--- src/rtl/prog_counter_pkg.sv ---
// rtl/prog_counter_pkg.sv - shared mode/state encodings and direction constants for prog_counter
package prog_counter_pkg;

    typedef enum logic [1:0] {
        MODE_FREE    = 2'b00,
        MODE_MOD     = 2'b01,
        MODE_ONESHOT = 2'b10,
        MODE_HOLD    = 2'b11
    } mode_e;

    typedef enum logic [0:0] {
        ST_RUN  = 1'b0,
        ST_DONE = 1'b1
    } state_e;

    localparam logic DIR_UP   = 1'b1;
    localparam logic DIR_DOWN = 1'b0;

endpackage

--- src/rtl/prog_counter_prescaler.sv ---
// rtl/prog_counter_prescaler.sv - enable-gated prescaler, one tick every prescale+1 advancing cycles
module prog_counter_prescaler
    import prog_counter_pkg::*;
#(
    parameter int PRE_W = 4
) (
    input  logic             clk,
    input  logic             rst_n,
    input  logic             advance,
    input  logic             restart,
    input  logic [PRE_W-1:0] prescale,
    output logic             tick
);

    logic [PRE_W-1:0] r_pre_cnt;
    logic             w_match;

    assign w_match = (r_pre_cnt == prescale);
    assign tick    = advance && w_match;

    // A prescale lowered below r_pre_cnt lets the count run on and wrap naturally.
    always_ff @(posedge clk or negedge rst_n) begin
        if (!rst_n) begin
            r_pre_cnt <= '0;
        end else if (restart) begin
            r_pre_cnt <= '0;
        end else if (advance) begin
            r_pre_cnt <= w_match ? '0 : r_pre_cnt + 1'b1;
        end
    end

endmodule

--- src/rtl/prog_counter.sv ---
// rtl/prog_counter.sv - prescaled FREE/MOD/ONESHOT/HOLD up/down counter with terminal-count pulse
// Optional capture port set enabled by defining PROG_COUNTER_CAPTURE_EN.
module prog_counter
    import prog_counter_pkg::*;
#(
    parameter int WIDTH = 8,
    parameter int PRE_W = 4
) (
    input  logic             clk,
    input  logic             rst_n,
    input  logic             en,
    input  logic [1:0]       mode,
    input  logic             dir,
    input  logic             clear,
    input  logic             load_valid,
    input  logic [WIDTH-1:0] load_value,
    input  logic [WIDTH-1:0] limit,
    input  logic [PRE_W-1:0] prescale,
`ifdef PROG_COUNTER_CAPTURE_EN
    input  logic             capture,
    output logic [WIDTH-1:0] cap_value,
    output logic             cap_valid,
`endif
    output logic [WIDTH-1:0] count,
    output logic             tc,
    output logic             done,
    output logic             running
);

    localparam logic [WIDTH-1:0] CNT_ONE = WIDTH'(1);
    localparam logic [WIDTH-1:0] CNT_MAX = '1;

    logic [WIDTH-1:0] r_count;
    logic             r_tc;
    logic             r_done;
    logic [0:0]       r_state;

    logic             w_advance;
    logic             w_restart;
    logic             w_tick;
    logic             w_up;
    logic [WIDTH-1:0] w_count_nxt;
    logic             w_tc_nxt;
    logic [0:0]       w_state_nxt;

    assign w_advance = (r_state == ST_RUN) && en && (mode != MODE_HOLD);
    assign w_restart = clear || load_valid;
    assign w_up      = (dir == DIR_UP);

    prog_counter_prescaler #(
        .PRE_W    (PRE_W)
    ) u_prescaler (
        .clk      (clk),
        .rst_n    (rst_n),
        .advance  (w_advance),
        .restart  (w_restart),
        .prescale (prescale),
        .tick     (w_tick)
    );

    // Strobes outrank the tick; all wrap/terminal decisions look at the pre-step count.
    always_comb begin
        w_count_nxt = r_count;
        w_tc_nxt    = 1'b0;
        w_state_nxt = r_state;
        if (clear) begin
            w_count_nxt = '0;
            w_state_nxt = ST_RUN;
        end else if (load_valid) begin
            w_count_nxt = load_value;
            w_state_nxt = ST_RUN;
        end else if (r_state == ST_DONE) begin
            if (mode != MODE_ONESHOT) begin
                w_state_nxt = ST_RUN;
            end
        end else if (w_tick) begin
            case (mode)
                MODE_FREE: begin
                    if (w_up) begin
                        w_count_nxt = r_count + CNT_ONE;
                        w_tc_nxt    = (r_count == CNT_MAX);
                    end else begin
                        w_count_nxt = r_count - CNT_ONE;
                        w_tc_nxt    = (r_count == '0);
                    end
                end
                MODE_MOD: begin
                    if (w_up) begin
                        if (r_count >= limit) begin
                            w_count_nxt = '0;
                            w_tc_nxt    = 1'b1;
                        end else begin
                            w_count_nxt = r_count + CNT_ONE;
                        end
                    end else begin
                        if (r_count == '0) begin
                            w_count_nxt = limit;
                            w_tc_nxt    = 1'b1;
                        end else begin
                            w_count_nxt = r_count - CNT_ONE;
                        end
                    end
                end
                MODE_ONESHOT: begin
                    if (w_up ? (r_count >= limit) : (r_count == '0)) begin
                        w_tc_nxt    = 1'b1;
                        w_state_nxt = ST_DONE;
                    end else if (w_up) begin
                        w_count_nxt = r_count + CNT_ONE;
                    end else begin
                        w_count_nxt = r_count - CNT_ONE;
                    end
                end
                default: begin
                    w_count_nxt = r_count;
                end
            endcase
        end
    end

    always_ff @(posedge clk or negedge rst_n) begin
        if (!rst_n) begin
            r_count <= '0;
            r_tc    <= 1'b0;
            r_done  <= 1'b0;
            r_state <= ST_RUN;
        end else begin
            r_count <= w_count_nxt;
            r_tc    <= w_tc_nxt;
            r_done  <= (w_state_nxt == ST_DONE);
            r_state <= w_state_nxt;
        end
    end

    assign count   = r_count;
    assign tc      = r_tc;
    assign done    = r_done;
    assign running = w_advance;

`ifdef PROG_COUNTER_CAPTURE_EN
    logic [WIDTH-1:0] r_cap_value;
    logic             r_cap_valid;

    always_ff @(posedge clk or negedge rst_n) begin
        if (!rst_n) begin
            r_cap_value <= '0;
            r_cap_valid <= 1'b0;
        end else begin
            r_cap_valid <= capture;
            if (capture) begin
                r_cap_value <= r_count;
            end
        end
    end

    assign cap_value = r_cap_value;
    assign cap_valid = r_cap_valid;
`endif

endmodule

--- config.mk ---
export PLATFORM = sky130hd
export DESIGN_NAME = prog_counter
export DESIGN_NICKNAME = d
export VERILOG_FILES = /design/src/rtl/prog_counter_pkg.sv /design/src/rtl/prog_counter_prescaler.sv /design/src/rtl/prog_counter.sv
export SDC_FILE = /design/constraint.sdc
export NUM_CORES = 1
export LEC_CHECK = 0
export CAP_MARGIN = 5
export CORE_AREA = 2 2 63 65
export CTS_CLUSTER_SIZE = 24
export DETAILED_ROUTE_END_ITERATION = 8
export DIE_AREA = 0 0 65 67
export PLACE_DENSITY = 0.74
export SYNTH_ARGS = -nofsm -noshare
export SYNTH_HDL_FRONTEND = slang
export SYNTH_SLANG_ARGS = --single-unit
--- constraint.sdc ---
create_clock -name clk -period 2.26 [get_ports clk]
set_input_delay 0.452 -clock clk [delete_from_list [all_inputs] [get_ports clk]]
set_output_delay 0.452 -clock clk [all_outputs]
set_load 0.005 [all_outputs]
==> out/qor.csv <==
metric,value,unit
ys_seq_area_frac,0.220,
clock_path_buffers,2,
cts_root_buf,clkbuf_8,
power_density,416,nW/um^2
cts_tree,done,
p_int,0.701,mW
grt_pass1_wl,8580,um
reg2reg_slack,-0.10,ns
critPathRequiredTime,2.41,ns
yosysWarnings,0,
dieArea,4360,um^2
fin_crit_sh,1.05,
timing.rr.start,count[5]$_DFFE_PN0P_,
cts.hold.buffers_added,0,
start_util,0.441,
clock_power_share,0.235,
grt_util_all_layers,0.260,
syn_to_final_growth,65.7,%
ir_drop,0.000331,V
io_buffer_count,38,
power_frac_seq,0.254,
period_needed,2.36,ns
synth_fp_nets,235,
swShare,0.360,
ys.flop_type,dfrtp_1,
antenna_found_initial,0,
stdcell_count,316,
layout-drive-gt1-share,0.396,
clk_pin_slew_worst_paths,0.07,ns
fillers,248,
drv_cap,0,
finalClockSkew,0.00162,ns
diodes,0,
cp-startpoint,count[5]$_DFFE_PN0P_,
fin_area,2630,um^2
synth_area,1590,um^2
nets,313,
ios,39,
wl,5630,um
p_leak,1.14,nW
multiInputGateArea,1390,um^2
clkLatencyLatePin,0.25,ns
seq_area,352,um^2
cp-start-kind,flop,
numCtsBuffers,3,
critical_path_peak_fanout,6,
drtIter0Drc,128,
violations,negative setup slack,
syn_area_per_cell,8.32,um^2
finalWorstSetupSlack,-0.105,ns
timing.hold.ws,0.517,ns
drt-pass1-iter-count,4,
critPathKind,flop to flop,
die_h,67,um
dp.cells,302,
comb_power_share,0.511,
syn_inst,191,
async_flop_share,1.00,
row_count,22,
hold_path.class,primary input to async pin,
viasPerCell,5.72,
core_area,3610,um^2
gr-total-overflow,0,
grt_pass1_vias,1782,
vias,1806,
drc,0,
clock-sinks,14,
synth_edf_count,0,
place_congestion,0.845,
clock.fmax,423,MHz
setup_violations,9,
synth_cell_type_count,52,
dp_hpwl,3620,um
status,"finished, violations left",
p_sw,0.394,mW
endpoint,count[6]$_DFFE_PN0P_,
r2r_cells,7,
ant_nets,0,
slew_headroom,0.686,
hold_violations,0,
worstMarginPinSlew,0.471,ns
fin_setup_tns,-0.470,ns
arrival,2.52,ns
grt_start_max_net_pins,15,
rsz0062_at_grt,yes,
rr_endpoint,count[6]$_DFFE_PN0P_,
synth_seq_cells,14,
power,1.10,mW
dpl-instance-area,2240,um^2
wl_per_cell,17.8,um
end_kind,flop,
fp.dieW,65,um
slew_violations,0,
cts_htree_levels,1,
-- cells in the final DEF, fill, tap and decap left out, types with 3 or more instances in the layout --
cell type,synthesis,layout
xor2_1,4,4
dlygate4sd2_1,0,7
a31oi_1,4,3
nand3_1,6,6
dfrtp_1,14,13
o21ai_1,0,3
o21ai_0,14,9
ha_4,0,6
nor3_1,5,3
buf_6,2,6
ha_1,16,7
ha_2,0,3
nand2_1,13,12
a221oi_1,4,3
inv_2,0,6
clkdlybuf4s50_1,0,27
a21oi_2,0,3
xnor2_1,7,7
inv_1,16,10
and4_1,3,3
nor2_1,15,12
clkbuf_8,0,4
buf_4,1,39
a221oi_2,2,3
a21oi_1,14,11
-- power groups by stage --
stage                     clock network (mW)  logic, mW  registers, mW
final                                  0.258      0.560          0.278
after global placement                     0      0.434          0.280
after detailed placement                   0      0.441          0.281
after CTS                              0.256      0.499          0.278
after global routing                   0.271      0.599          0.279
after floorplan                            0      0.228          0.291
-- state kept, by name, summed over array words and instances, names as in the netlist --
register               count
r_state                    1
u_prescaler.r_pre_cnt      4
tc                         1
count                      8
-- synth_stat cells, drive strengths merged (2+ instances only) --
cell type,number,area share
and3,4,0.016
nand3,6,0.019
o41ai,2,0.020
a211oi,2,0.0094
a221oi,6,0.041
nand2b,2,0.0079
a21oi,14,0.044
nand2,13,0.031
nor3b,2,0.0094
nand4,2,0.0079
xor2,4,0.022
nor4,2,0.017
ha,16,0.13
or2,2,0.0079
inv,16,0.038
nor2,16,0.043
nor3,6,0.022
xnor2,7,0.039
a31oi,4,0.016
a22oi,2,0.0094
nor2b,2,0.0079
o21ai,14,0.044
and4,3,0.017
buf,7,0.031
clkbuf,4,0.0094
dfrtp,14,0.22
-- layout make-up --
class,instances,share of cell area
multi-input cells,151,0.526
well taps,48,0.0228
repair buffers,83,0.274
flip-flops and latches,14,0.133
inverters,16,0.0228
clock buffers,4,0.0209
-- layer usage --
layer  share of wire  vias to the layer above  track usage
li1                -                      871            -
met1            0.41                      838        0.320
met2            0.49                       75        0.430
met3           0.066                       22       0.0659
met4           0.033                        0        0.109
met5               0                        -            0
-- kinds of logic (layout without fill, tap and decap cells) --
| family | after synthesis | after routing | share of synthesized area |
|---|---|---|---|
| xor gates and xnor gates | 11 | 11 | 0.0606 |
| and+or+nand+nor | 65 | 65 | 0.237 |
| AOI/OAI and AO/OA | 58 | 59 | 0.278 |
| DFF | 14 | 14 | 0.220 |
| adders and majority gates | 16 | 16 | 0.126 |
| buffers and inverters | 27 | 103 | 0.0779 |
-- stage by stage --
| stage | util | setup slack, ns |
|---|---|---|
| 6_report | 0.730 | -0.105 |
| 5_1_grt | 0.730 | -0.143 |
| 4_1_cts | 0.697 | -0.0887 |
| 3_5_place_dp | 0.620 | -0.723 |
| 3_3_place_gp | 0.620 | -0.631 |
| 2_1_floorplan | - | 0.00228 |
-- worst max-delay path, stage by stage, from the launching register on --
cell and delay, ns:
dfrtp_1 0.39, ha_1 0.32, and3_4 0.17, a221o_1 0.42, a32oi_4 0.27, a311oi_4 0.20, buf_4 0.19, o41ai_2 0.29
-- worst min path at each step --
stage | slack, ns | startpoint | endpoint
6_report | 0.52 | rst_n | count[6]$_DFFE_PN0P_
3_3_place_gp | 0.54 | u_prescaler.r_pre_cnt[3]$_DFFE_PN0P_ | u_prescaler.r_pre_cnt[3]$_DFFE_PN0P_
5_1_grt | 0.55 | rst_n | count[6]$_DFFE_PN0P_
2_1_floorplan | 0.16 | rst_n | count[0]$_DFFE_PN0P_
3_5_place_dp | 0.55 | u_prescaler.r_pre_cnt[3]$_DFFE_PN0P_ | u_prescaler.r_pre_cnt[3]$_DFFE_PN0P_
4_1_cts | 0.52 | rst_n | count[0]$_DFFE_PN0P_
-- timing repair --
item / CTS / global route
resized for setup: 50 / 32
setup endpoints to repair: 11 / 11
cloned: 1 / 0
hold endpoints to repair: 0 / 0
pin swaps: 20 / 20
setup buffers: 6 / 3
(Power assumes the default switching activity.)
